[src/rtl/basic_io_unit.sv]
// basic_io_unit: character I/O for the basic computer.
// An input FIFO decouples the keyboard from INPR/FGI, and an output FIFO
// decouples OUTR/FGO from the printer. All outputs derive from registered state.
module basic_io_unit #(
    parameter int IN_DEPTH  = 4,
    parameter int OUT_DEPTH = 4
) (
    input  logic       clk,
    input  logic       rst_n,
    input  logic [7:0] dev_in_data,
    input  logic       dev_in_valid,
    output logic       dev_in_ready,
    output logic [7:0] dev_out_data,
    output logic       dev_out_valid,
    input  logic       dev_out_ready,
    output logic [7:0] INPR,
    output logic       FGI,
    input  logic       clr_FGI,
    input  logic [7:0] OUTR_in,
    input  logic       load_OUTR,
    input  logic       clr_FGO,
    output logic [7:0] OUTR,
    output logic       FGO,
    output logic       out_overrun
);
    localparam int IAW = $clog2(IN_DEPTH);
    localparam int OAW = $clog2(OUT_DEPTH);
    localparam logic [IAW:0] IN_FULL_CNT  = (IAW+1)'(IN_DEPTH);
    localparam logic [OAW:0] OUT_FULL_CNT = (OAW+1)'(OUT_DEPTH);

    // Input side state
    logic [7:0]   in_mem_q [IN_DEPTH];
    logic [IAW-1:0] in_wptr_q, in_wptr_d, in_rptr_q, in_rptr_d;
    logic [IAW:0]   in_cnt_q, in_cnt_d;
    logic [7:0]   inpr_q, inpr_d;
    logic         fgi_q, fgi_d;
    logic         in_full, in_empty, in_push, in_pop;

    // Output side state
    logic [7:0]   out_mem_q [OUT_DEPTH];
    logic [OAW-1:0] out_wptr_q, out_wptr_d, out_rptr_q, out_rptr_d;
    logic [OAW:0]   out_cnt_q, out_cnt_d;
    logic [7:0]   outr_q, outr_d;
    logic         fgo_q, fgo_d;
    logic         ovr_q, ovr_d;
    logic         out_full, out_empty, out_push, out_pop;

    assign in_full   = (in_cnt_q == IN_FULL_CNT);
    assign in_empty  = (in_cnt_q == '0);
    assign out_full  = (out_cnt_q == OUT_FULL_CNT);
    assign out_empty = (out_cnt_q == '0);

    // Push is gated by the registered full flag only, so a same-cycle pop
    // never opens a slot early and ready has no input dependence.
    assign in_push  = dev_in_valid & ~in_full;
    // Refill INPR whenever it has been consumed (FGI low) and bytes wait.
    assign in_pop   = ~fgi_q & ~in_empty;
    // OUTR moves into the FIFO while FGO is low and there is room.
    assign out_push = ~fgo_q & ~out_full;
    assign out_pop  = ~out_empty & dev_out_ready;

    assign dev_in_ready  = ~in_full;
    assign dev_out_valid = ~out_empty;
    assign dev_out_data  = out_empty ? 8'h00 : out_mem_q[out_rptr_q];
    assign INPR          = inpr_q;
    assign FGI           = fgi_q;
    assign OUTR          = outr_q;
    assign FGO           = fgo_q;
    assign out_overrun   = ovr_q;

    // Input FIFO pointers/occupancy and the INPR/FGI handshake
    always_comb begin
        in_wptr_d = in_wptr_q;
        in_rptr_d = in_rptr_q;
        in_cnt_d  = in_cnt_q;
        inpr_d    = inpr_q;
        fgi_d     = fgi_q;
        if (in_push) in_wptr_d = in_wptr_q + IAW'(1);
        if (in_pop) begin
            in_rptr_d = in_rptr_q + IAW'(1);
            inpr_d    = in_mem_q[in_rptr_q];
            fgi_d     = 1'b1;
        end else if (clr_FGI && fgi_q) begin
            fgi_d = 1'b0;
        end
        case ({in_push, in_pop})
            2'b10:   in_cnt_d = in_cnt_q + (IAW+1)'(1);
            2'b01:   in_cnt_d = in_cnt_q - (IAW+1)'(1);
            default: in_cnt_d = in_cnt_q;
        endcase
    end

    // Output FIFO pointers/occupancy, OUTR/FGO handshake and overrun flag
    always_comb begin
        out_wptr_d = out_wptr_q;
        out_rptr_d = out_rptr_q;
        out_cnt_d  = out_cnt_q;
        outr_d     = outr_q;
        fgo_d      = fgo_q;
        ovr_d      = ovr_q;
        if (out_push) out_wptr_d = out_wptr_q + OAW'(1);
        if (out_pop)  out_rptr_d = out_rptr_q + OAW'(1);
        // clr_FGO has priority over the transfer setting FGO.
        if (clr_FGO)       fgo_d = 1'b0;
        else if (out_push) fgo_d = 1'b1;
        if (load_OUTR) begin
            outr_d = OUTR_in;
            if (!fgo_q && !out_push) ovr_d = 1'b1;
        end
        case ({out_push, out_pop})
            2'b10:   out_cnt_d = out_cnt_q + (OAW+1)'(1);
            2'b01:   out_cnt_d = out_cnt_q - (OAW+1)'(1);
            default: out_cnt_d = out_cnt_q;
        endcase
    end

    // Control state with asynchronous reset; reset drops any buffered bytes
    always_ff @(posedge clk or negedge rst_n) begin
        if (!rst_n) begin
            in_wptr_q  <= '0;
            in_rptr_q  <= '0;
            in_cnt_q   <= '0;
            inpr_q     <= 8'h00;
            fgi_q      <= 1'b0;
            out_wptr_q <= '0;
            out_rptr_q <= '0;
            out_cnt_q  <= '0;
            outr_q     <= 8'h00;
            fgo_q      <= 1'b1;
            ovr_q      <= 1'b0;
        end else begin
            in_wptr_q  <= in_wptr_d;
            in_rptr_q  <= in_rptr_d;
            in_cnt_q   <= in_cnt_d;
            inpr_q     <= inpr_d;
            fgi_q      <= fgi_d;
            out_wptr_q <= out_wptr_d;
            out_rptr_q <= out_rptr_d;
            out_cnt_q  <= out_cnt_d;
            outr_q     <= outr_d;
            fgo_q      <= fgo_d;
            ovr_q      <= ovr_d;
        end
    end

    // FIFO storage; contents are don't-care while the matching count is zero
    always_ff @(posedge clk) begin
        if (in_push)  in_mem_q[in_wptr_q]   <= dev_in_data;
        if (out_push) out_mem_q[out_wptr_q] <= outr_q;
    end
endmodule

[config.mk]
export PLATFORM = sky130hd
export DESIGN_NAME = basic_io_unit
export DESIGN_NICKNAME = d
export VERILOG_FILES = /design/src/rtl/basic_io_unit.sv
export SDC_FILE = /design/constraint.sdc
export NUM_CORES = 1
export LEC_CHECK = 0
export ABC_AREA = 0
export BUFFER_PORTS_ARGS = -buffer_cell sky130_fd_sc_hd__buf_4
export CAP_MARGIN = 0
export CORE_MARGIN = 2
export CORE_UTILIZATION = 40
export CTS_BUF_LIST = sky130_fd_sc_hd__clkbuf_16
export CTS_CLUSTER_DIAMETER = 200
export CTS_CLUSTER_SIZE = 24
export DETAILED_ROUTE_END_ITERATION = 10
export GPL_TIMING_DRIVEN = 0
export PLACE_DENSITY = 0.58
export REMOVE_ABC_BUFFERS = 1
export SLEW_MARGIN = 30
export SYNTH_ARGS = -nofsm -noshare
export SYNTH_HDL_FRONTEND = slang
export SYNTH_SLANG_ARGS = --single-unit
[constraint.sdc]
create_clock -name clk -period 2 [get_ports clk]
set_clock_uncertainty 0.1 [all_clocks]
set_input_delay 0.3 -clock clk [delete_from_list [all_inputs] [get_ports clk]]
set_output_delay 0.3 -clock clk [all_outputs]
set_load 0.1 [all_outputs]
==> results.cfg <==
[sta]
period_needed_ps = 2120
hold_viol_final = 0
drv_slew = 0
setup_violations = 9
slew_headroom_pct = 60.5
clock.fmax_mhz = 472
worst_pin_slew_ps = 592
fin_ws_ps = -121
fin_crit_sh_pct = 106
rsz0062_at_grt = true

[worst_setup_path]
slowest_delay_ps = 500
path_max_fanout = 5
crit_path_frequent_cell = buf_12
cp-start-kind = flop
cp-end-kind = primary output
slowest_stage = dfrtp_4
crit_chain = buf_12, mux4_2, and2_4, buf_12
critPathRequiredTime_ps = 1600
cp.arrival_ps = 1720
critPathKind = reg -> out

[logic_synthesis]
synth_top_cell_by_area = edfxtp_1
async_flop_share_pct = 34.0
yosys.area.top_type_share_pct = 49.4
yosysWarnings = 0
netlist_area_um2 = 3890
synth_cells = 207
synth_seq_cells = 97
synth_edf_count = 64
synth_flop_cell = edfxtp_1
synthTopCellsByArea = edfxtp_1, dfrtp_1, mux4_2
synth_cell_types = 32
ys_seq_area_share_pct = 70.6
syn_avg_cell_area_um2 = 18.8

[cells_and_area]
layout_commonest_cell = edfxtp_1
nFillCells = 784
final_area_um2 = 5060
multi_input_area_um2 = 1150
nNetsFinal = 319
n_antenna_cell = 0
drive_gt1_share_pct = 51.2
seqCellArea_um2 = 2750
final_cell_mix = edfxtp_1, buf_4, dfrtp_1
area.growth.synth_to_final_pct = 30.1

[clock_tree]
cts_made_buffers = 9
cts_sinks = 97
cts_tree = built
clk_pin_slew_worst_paths_ps = 70
clock_path_buffers = 2
cts.root.buffer_cell = clkbuf_16
clk_latency_ps = 330
htreeDepth = 3

[global_routing]
grt_pass1_wl_um = 10900
antenna_found_initial = 0
first_global_vias = 2066
grt_max_degree = 34
gr-total-overflow = 0
grtUsageTotal_pct = 14.3

[floorplan]
rows = 36
die_h_um = 103
io_pins = 52
core-area_um2 = 9590
die-area_um2 = 10500
die_x_um = 103
initial_core_util_pct = 40.6

[placement]
io_buffers = 51
placed_area_um2 = 4410
hpwl_um = 4220
finalWeightedCongestion = 0.702

[route]
antenna_left = 0
wl_um = 6880
post_drt_wl_per_cell_um = 16.3
first_pass_iters = 4
vias = 1998
initialDrtViolationCount = 59
drc = 0
viasPerCell = 4.73

[worst_hold_path]
worst_hold_path_type = in -> reg

[run]
drv_cap = 0

[status]
status = finished, violations left
violations = setup timing
cell type report:
type / instances / area share, %
multi-input combinational: 92 / 22.8
timing repair buffer: 72 / 13.3
sequential: 97 / 54.3
inverter: 12 / 0.939
clock buffer: 9 / 4.45
clock inverter: 7 / 0.914
tap: 133 / 3.29
metrics by stage:
step	setup slack (ps)	instances	utilization (%)	hold slack [ps]	TNS (ps)
floorplan	-602	201	-	-95.6	-5830
global placement	-330	385	46.0	197	-1880
detailed placement	-363	385	46.0	195	-2110
CTS	-127	416	52.1	29.1	-966
global route	-162	422	52.8	31.3	-1420
finish	-121	422	52.8	36.2	-876
logic make-up after synthesis:
group           share of synthesized area (%)
xor+xnor                                 2.70
compound gates                          0.482
fa+ha+maj                                4.24
mux                                      15.3
flops                                    70.6
buf+inv                                  1.96
simple gates                             4.76
worst paths after layout:
path	startpoint	slack, ps	cells after the start	to
max reg2reg	in_cnt_q[0]	-70	9	in_cnt_q[2]
min	clr_FGI	40	2	FGI
max in group asynchronous	rst_n	1070	2	out_rptr_q[0]
max	out_rptr_q[0]	-120	4	dev_out_data[6]
min reg2reg	out_overrun	360	1	out_overrun
min in group asynchronous	rst_n	370	2	INPR[4]
what timing repair did:
action / CTS / global route
buffers inserted: 13 / 6
setup endpoints to repair: 30 / 12
resized for setup: 48 / 8
endpoints found under the hold margin: 33 / 0
hold buffers: 2 / 0
pin swaps: 13 / 9
worst max-delay path, delay by kind of cell (launching register included):
family        cells  cell delay [ps]
flops             1              500
simple gates      1              160
buf+inv           2              310
mux               1              430
routing by layer:
metal | global-route usage (%) | part of all wire [%]
met3 | 3.80 | 3.8
met5 | 0 | 0
met4 | 4.31 | 1.1
met2 | 25.3 | 53
met1 | 17.2 | 42
state kept, by name (all words and copies together), names as in the netlist:
name	cells
out_wptr_q	2
FGI	1
in_mem_q	32
out_overrun	1
FGO	1
INPR	8
in_cnt_q	3
in_rptr_q	2
out_cnt_q	3
OUTR	8
out_rptr_q	2
out_mem_q	32
in_wptr_q	2
cells in the mapped netlist, types with 2 or more instances:
library cell / instances
and2_1: 13
nor2_1: 3
inv_1: 12
ha_1: 10
xnor2_1: 5
mux2i_1: 2
and3_2: 4
mux4_1: 2
dfrtp_1: 32
mux2_2: 17
xor2_1: 7
mux4_2: 14
fa_1: 2
edfxtp_1: 64
clkbuf_1: 3
Power is not shown: default switching activity piles up to over one toggle a cycle in this logic, so the estimate is an artifact.
